## config.mk

```make
export PLATFORM = sky130hd
export DESIGN_NAME = fp_add_stage
export DESIGN_NICKNAME = d
export VERILOG_FILES = /design/src/rtl/fp_pkg.sv /design/src/rtl/fp_classify.sv /design/src/rtl/fp_add_stage.sv
export SDC_FILE = /design/constraint.sdc
export NUM_CORES = 1
export LEC_CHECK = 0
export BUFFER_PORTS_ARGS = -buffer_cell sky130_fd_sc_hd__buf_4
export CORE_MARGIN = 2
export CORE_UTILIZATION = 40
export CTS_BUF_LIST = sky130_fd_sc_hd__clkbuf_8
export DETAILED_ROUTE_END_ITERATION = 8
export MAX_ROUTING_LAYER = met4
export PLACE_DENSITY_LB_ADDON = 0.2
export SLEW_MARGIN = 20
export SYNTH_ARGS = -nofsm -noshare
export SYNTH_HDL_FRONTEND = slang
export SYNTH_SLANG_ARGS = --single-unit
```

## constraint.sdc

```tcl
create_clock -name clk -period 5 [get_ports clk]
set_clock_uncertainty 0.2 [all_clocks]
set_input_delay 0.75 -clock clk [delete_from_list [all_inputs] [get_ports clk]]
set_output_delay 0.75 -clock clk [all_outputs]
set_load 0.1 [all_outputs]
```

## src/rtl/fp_pkg.sv

```systemverilog
// Shared IEEE-754 single-precision field widths, constants, flag indices and operand classes.
package fp_pkg;

  localparam int EXP_W = 8;
  localparam int MAN_W = 23;

  localparam logic [EXP_W-1:0] EXP_MAX = 8'hFF;
  localparam logic [31:0]      QNAN    = 32'h7FC0_0000;

  // Bit positions inside the 3-bit {NV, OF, Z} flag vector.
  localparam int FLG_NV = 2;
  localparam int FLG_OF = 1;
  localparam int FLG_Z  = 0;

  typedef enum logic [1:0] {
    ZERO,
    NORM,
    INF,
    NAN
  } fp_class_t;

endpackage

```

## src/rtl/fp_classify.sv

```systemverilog
// Classifies one single-precision operand; denormals are treated as zero.
module fp_classify
  import fp_pkg::*;
(
  input  logic [31:0] x,
  output fp_class_t   cls
);

  logic [EXP_W-1:0] exp_field;
  logic [MAN_W-1:0] man_field;
  logic             sign_unused;

  assign exp_field   = x[30:23];
  assign man_field   = x[22:0];
  assign sign_unused = x[31];

  always_comb begin
    cls = NORM;
    if (exp_field == '0) begin
      cls = ZERO;
    end else if (exp_field == EXP_MAX) begin
      cls = (man_field == '0) ? INF : NAN;
    end
  end

endmodule

```

## src/rtl/fp_add_stage.sv

```systemverilog
// Two-entry execute stage around an external combinational FP adder, with special-case override.
// Optional FP_ADD_STAGE_PERF_EN adds perf_ops / perf_special counters.
module fp_add_stage #(
  parameter logic [31:0] QNAN = fp_pkg::QNAN,
  parameter int          RD_W = 5
) (
  input  logic            clk,
  input  logic            rst_n,
  input  logic            flush,
  input  logic            in_valid,
  output logic            in_ready,
  input  logic [31:0]     in_a,
  input  logic [31:0]     in_b,
  input  logic            in_op,
  input  logic [RD_W-1:0] in_rd,
  output logic [31:0]     adder_fa,
  output logic [31:0]     adder_fb,
  output logic            adder_op,
  input  logic [31:0]     adder_fs,
  output logic            out_valid,
  input  logic            out_ready,
  output logic [31:0]     out_result,
  output logic [RD_W-1:0] out_rd,
  output logic [2:0]      out_flags
`ifdef FP_ADD_STAGE_PERF_EN
  ,
  output logic [31:0]     perf_ops,
  output logic [31:0]     perf_special
`endif
);

  import fp_pkg::*;

  logic            s1_valid;
  logic [RD_W-1:0] s1_rd;
  logic            s2_valid;
  logic            s2_adv;
  logic            s1_adv;
  logic            transfer;

  fp_class_t        cls_a;
  fp_class_t        cls_b;
  logic             sign_a;
  logic             sign_b;
  logic [EXP_W-1:0] exp_hi;
  logic             fs_ovf;

  logic [31:0] res_next;
  logic [2:0]  flags_next;
  logic        nv_next;
  logic        of_next;
  logic        special_next;

  assign s2_adv    = !s2_valid || out_ready;
  assign s1_adv    = s2_adv;
  assign in_ready  = !s1_valid || s1_adv;
  assign out_valid = s2_valid;
  assign transfer  = s1_valid && s1_adv && !flush;

  fp_classify u_cls_a (.x(adder_fa), .cls(cls_a));
  fp_classify u_cls_b (.x(adder_fb), .cls(cls_b));

  assign sign_a = adder_fa[31];
  assign sign_b = adder_fb[31] ^ adder_op;
  assign exp_hi = (adder_fa[30:23] > adder_fb[30:23]) ? adder_fa[30:23] : adder_fb[30:23];

  // A wrapping adder can report an overflow from the top binade as a small nonzero exponent-0 value.
  assign fs_ovf = (adder_fs[30:23] == EXP_MAX) ||
                  ((exp_hi == EXP_MAX - 8'd1) && (adder_fs[30:23] == '0) && (adder_fs != '0));

  always_comb begin
    res_next     = adder_fs;
    nv_next      = 1'b0;
    of_next      = 1'b0;
    special_next = 1'b1;
    if (cls_a == NAN || cls_b == NAN) begin
      res_next = QNAN;
      nv_next  = 1'b1;
    end else if (cls_a == INF && cls_b == INF && sign_a != sign_b) begin
      res_next = QNAN;
      nv_next  = 1'b1;
    end else if (cls_a == INF) begin
      res_next = adder_fa;
    end else if (cls_b == INF) begin
      res_next = {sign_b, EXP_MAX, {MAN_W{1'b0}}};
    end else if (cls_a == ZERO && cls_b == ZERO) begin
      res_next = {sign_a & sign_b, 31'b0};
    end else if (cls_a == ZERO) begin
      res_next = {sign_b, adder_fb[30:0]};
    end else if (cls_b == ZERO) begin
      res_next = adder_fa;
    end else if (fs_ovf) begin
      res_next = {adder_fs[31], EXP_MAX, {MAN_W{1'b0}}};
      of_next  = 1'b1;
    end else begin
      special_next = 1'b0;
    end
    flags_next         = 3'b000;
    flags_next[FLG_NV] = nv_next;
    flags_next[FLG_OF] = of_next;
    flags_next[FLG_Z]  = (res_next[30:0] == 31'b0);
  end

  always_ff @(posedge clk or negedge rst_n) begin
    if (!rst_n) begin
      s1_valid   <= 1'b0;
      s2_valid   <= 1'b0;
      adder_fa   <= '0;
      adder_fb   <= '0;
      adder_op   <= 1'b0;
      s1_rd      <= '0;
      out_result <= '0;
      out_rd     <= '0;
      out_flags  <= '0;
    end else if (flush) begin
      s1_valid <= 1'b0;
      s2_valid <= 1'b0;
    end else begin
      if (s2_adv) begin
        s2_valid <= s1_valid;
      end
      if (s1_valid && s1_adv) begin
        out_result <= res_next;
        out_rd     <= s1_rd;
        out_flags  <= flags_next;
      end
      if (in_ready) begin
        s1_valid <= in_valid;
      end
      if (in_valid && in_ready) begin
        adder_fa <= in_a;
        adder_fb <= in_b;
        adder_op <= in_op;
        s1_rd    <= in_rd;
      end
    end
  end

`ifdef FP_ADD_STAGE_PERF_EN
  // Counters survive flush: they count work that actually reached S2.
  always_ff @(posedge clk or negedge rst_n) begin
    if (!rst_n) begin
      perf_ops     <= '0;
      perf_special <= '0;
    end else if (transfer) begin
      perf_ops <= perf_ops + 32'd1;
      if (special_next) begin
        perf_special <= perf_special + 32'd1;
      end
    end
  end
`else
  logic perf_unused;
  assign perf_unused = transfer ^ special_next;
`endif

endmodule

```

==> impl.org <==
** Drt
- The final layout contains routed wiring with a total length of 19700 um.
- WL/cell :: 21.4 um
- In this run the remaining antenna-violating nets after routing total 0.
- Count of routing violations after the opening detailed-route iteration :: 524
- Detailed routing inserted a total of 5288 vias.
- Using the TritonRoute via totals, the vias-per-cell ratio works out to 5.77.
- For this run, the detailed router's first-pass iteration total came to 7.
- After detailed routing, the number of remaining DRC violations is 0.

** Clock network
- The H-tree generated during clock tree synthesis spans 3 levels.
- Bufs on Longest Clock Path :: 2
- Resize count post-CTS :: 0
- Sinks on Clock Net :: 112
- CTS hold repair buffers :: 0
- Post-CTS Repair Setup Buffers :: 0
- TritonCTS built the clock tree.
- Clk slew on worst S/H paths :: 0.11 ns
- Clock buffer count from CTS :: 9
- The tree is rooted in a sky130_fd_sc_hd__clkbuf_8.
- For the worst-skew pair, the clock arrives at the later sink with an insertion delay of 0.39 ns.

** STA
- Unrepaired setup endpoints after global routing :: false
- Setup violations remaining at the end of the flow were counted as 0.
- Sum of negative setup slack :: 0 ns
- Of the available clock period, the critical path in the final layout requires 73.6%.
- The count of pins over their slew limit came to 0.
- At the pin with the least slew margin, the transition time is 0.954 ns.
- The tightest hold path in the finished design has a slack of 0.265 ns.
- Worst slew margin relative to its limit :: 36.4%
- Subtracting the final worst setup slack from the clock period gives 3.68 ns.
- Based on the critical path, the design can be clocked at up to 272 MHz.
- Final hold violation count :: 0

** GRT
- Antenna violations before repair :: 0
- Global routing used 27.2% of the available tracks.
- Entering global routing, the biggest net connects 71 pins.
- Number of global-route vias before repair :: 5201
- For this run the aggregate overflow at the end of global routing stands at 0.
- The first global-routing pass estimated 29900 um of wire.

** Synth
- Number of enable-type register cells in the synthesized netlist :: 0
- Yosys warns :: 0
- In this run, synthesis produced a sequential element count of 112.
- Among all flip-flop cells after synthesis, the most frequent one is sky130_fd_sc_hd__dfrtp_1.
- Avg Cell Area, Syn :: 10.6 um^2
- Distinct cells, synth :: 62
- Syn Std Cell Area :: 5680 um^2
- After technology mapping, the gate count stands at 537.
- Of all flip-flops after synthesis, the portion carrying an async set or reset was 100%.
- Summing the sequential cell areas from Yosys gives 49.3% of the chip area.
- Counting every net in the synthesized netlist gives 653.

** Floorplan
- The die is 123 um wide.
- The floorplan step defined a core boundary enclosing 13900 um^2.
- Pin placement for this block handled 214 I/O pins.
- In this run the core area contains 43 standard-cell rows.
- Initial Utilization :: 40.9%
- The floorplan step defined a die boundary enclosing 15200 um^2.
- Die height :: 123 um

** Placement
- Port buffering added 213 buffers.
- Once placement finished, the instance area stood at 7420 um^2.
- Detailed placement finished with a half-perimeter wire length of 15300 um.
- GPL Wtd Cong :: 0.978

** Critical path
- Data on the critical path is required at its endpoint by 5.11 ns.
- Data arrival time at the worst-slack endpoint :: 3.79 ns
- Setup slack on the worst flop-to-flop path :: 1.32 ns
- Critical Path Fanout Max :: 25
- The critical path in this run is classified as flip-flop to flip-flop.
- Endpoint type of the worst setup path :: flip-flop
- Startpoint type of the worst setup path :: flip-flop

** Layout
- Diodes inserted :: 0
- Fin nets :: 850
- Area growth from synthesis to layout :: 33.6%
- After routing the design area is 7590 um^2.
- Layout cells sized above 1 :: 43.6%
- In the final layout, the multi-input gates occupy 2730 um^2.
- Filler instances :: 1309
- In the final layout, flip-flops and latches occupy 2800 um^2.

** Hold path
- Class of the tightest hold or removal check :: primary input to asynchronous set/reset pin

** Flow run
- Number of max-cap violations :: 0

** Power and ir drop
- Worst VDD drop :: 0.000265 V
- The analysis attributes to cell leakage a power of 3.50 nW.
- Power density cells :: 450 nW/um^2

** Outcome
- Run status :: complete, no violations
## metrics by stage
step                utilization, %  power, mW  worst slack, ns  cells
finish                        54.7       3.41             1.32    917
global route                  54.7       3.54            0.948    917
CTS                           54.7       3.43             1.41    917
detailed placement            53.4       2.93             1.24    903
global placement              53.4       2.91             1.25    903
floorplan                        -       2.46             1.31    537
## state kept, by name (all words and copies together) (netlist names)
signal      flops
adder_fb       32
adder_op        1
out_flags       3
s1_rd           5
out_result     32
out_valid       1
s1_valid        1
adder_fa       32
out_rd          5
## worst paths after layout
path / startpoint / end / cells past startpoint
worst max-delay path: adder_fb[29] / out_flags[0] / 8
worst min-delay path: rst_n / adder_fb[26] / 1
worst max register to register: adder_fb[29] / out_flags[0] / 8
worst min register to register: s1_rd[2] / out_rd[2] / 2
max in group asynchronous: rst_n / adder_fb[20] / 2
min in group clk: s1_rd[2] / out_rd[2] / 2
## where the power goes
group | switching (mW) | total (mW) | leakage, nW | internal, mW
Clock | 0.309 | 0.501 | 0.0850 | 0.192
Combinational | 1.29 | 1.68 | 2.08 | 0.388
Sequential | 0.180 | 1.23 | 1.34 | 1.05
## cells by family after synthesis
family          Yosys count  share of synthesized area [%]
buf+inv                  40                           2.82
simple gates            162                           14.8
fa+ha+maj                 9                           1.98
flops                   112                           49.3
compound gates          140                           16.5
xor+xnor                  1                          0.154
mux                      73                           14.5
## synthesized netlist by cell type (3+ instances only)
cell type / instances / share of area, %
sky130_fd_sc_hd__a21oi_1: 38 / 3.3
sky130_fd_sc_hd__a221oi_1: 3 / 0.46
sky130_fd_sc_hd__a22o_1: 14 / 2.2
sky130_fd_sc_hd__a22oi_1: 6 / 0.79
sky130_fd_sc_hd__a31oi_1: 8 / 0.88
sky130_fd_sc_hd__and2_1: 4 / 0.44
sky130_fd_sc_hd__and3_1: 3 / 0.33
sky130_fd_sc_hd__clkbuf_1: 27 / 1.8
sky130_fd_sc_hd__dfrtp_1: 112 / 49
sky130_fd_sc_hd__ha_1: 9 / 2.0
sky130_fd_sc_hd__inv_1: 8 / 0.53
sky130_fd_sc_hd__mux2_2: 70 / 14
sky130_fd_sc_hd__nand2_1: 52 / 3.4
sky130_fd_sc_hd__nand3_1: 9 / 0.79
sky130_fd_sc_hd__nand4_1: 14 / 1.5
sky130_fd_sc_hd__nor2_1: 26 / 1.7
sky130_fd_sc_hd__nor2b_1: 4 / 0.44
sky130_fd_sc_hd__nor3_1: 7 / 0.62
sky130_fd_sc_hd__nor4_1: 25 / 2.8
sky130_fd_sc_hd__o211ai_1: 3 / 0.40
sky130_fd_sc_hd__o21a_1: 4 / 0.53
sky130_fd_sc_hd__o21ai_0: 30 / 2.6
sky130_fd_sc_hd__o31ai_1: 5 / 0.66
sky130_fd_sc_hd__or2_2: 4 / 0.44
## final cells by class
class | instances | area share [%]
clock buffer | 10 | 1.81
clock inverter | 4 | 0.396
inverter | 8 | 0.396
multi-input combinational | 385 | 35.9
sequential | 112 | 36.9
tap | 180 | 2.97
timing repair buffer | 218 | 21.6
## per-layer routing
metal / global-route usage [%] / vias to the layer above / wire length, um
met2: 41.1 / 216 / 9160
li1: - / 2417 / -
met3: 6.09 / 24 / 1430
met4: 6.18 / 0 / 245
met5: - / - / 0
met1: 37.5 / 2631 / 8830
## cell usage in the layout, fill, tap and decap left out, types with 3 or more instances in the layout
master	n
sky130_fd_sc_hd__and3_1	3
sky130_fd_sc_hd__mux2_2	70
sky130_fd_sc_hd__dfrtp_1	112
sky130_fd_sc_hd__nor4_1	25
sky130_fd_sc_hd__nor3_1	7
sky130_fd_sc_hd__o211ai_1	3
sky130_fd_sc_hd__nand4_1	14
sky130_fd_sc_hd__and2_1	4
sky130_fd_sc_hd__a21oi_1	38
sky130_fd_sc_hd__nor2_1	25
sky130_fd_sc_hd__a221oi_1	3
sky130_fd_sc_hd__a31oi_1	8
sky130_fd_sc_hd__or2_2	4
sky130_fd_sc_hd__nand2_1	52
sky130_fd_sc_hd__buf_4	218
sky130_fd_sc_hd__nand3_1	9
sky130_fd_sc_hd__nor2b_1	4
sky130_fd_sc_hd__o21a_1	4
sky130_fd_sc_hd__o21ai_0	30
sky130_fd_sc_hd__a22oi_1	6
sky130_fd_sc_hd__a22o_1	14
sky130_fd_sc_hd__clkbuf_8	10
sky130_fd_sc_hd__inv_1	8
sky130_fd_sc_hd__ha_1	9
sky130_fd_sc_hd__o31ai_1	5
## critical path: stages (launching register included)
cell                      delay [ns]
sky130_fd_sc_hd__dfrtp_1        0.49
sky130_fd_sc_hd__nor4_1         0.37
sky130_fd_sc_hd__and2_1         0.81
sky130_fd_sc_hd__nor2_1         0.40
sky130_fd_sc_hd__a22oi_1        0.42
sky130_fd_sc_hd__a21oi_1        0.17
sky130_fd_sc_hd__nor4_1         0.28
sky130_fd_sc_hd__a31oi_1        0.17
sky130_fd_sc_hd__o31ai_2        0.27
(Power assumes the default switching activity.)
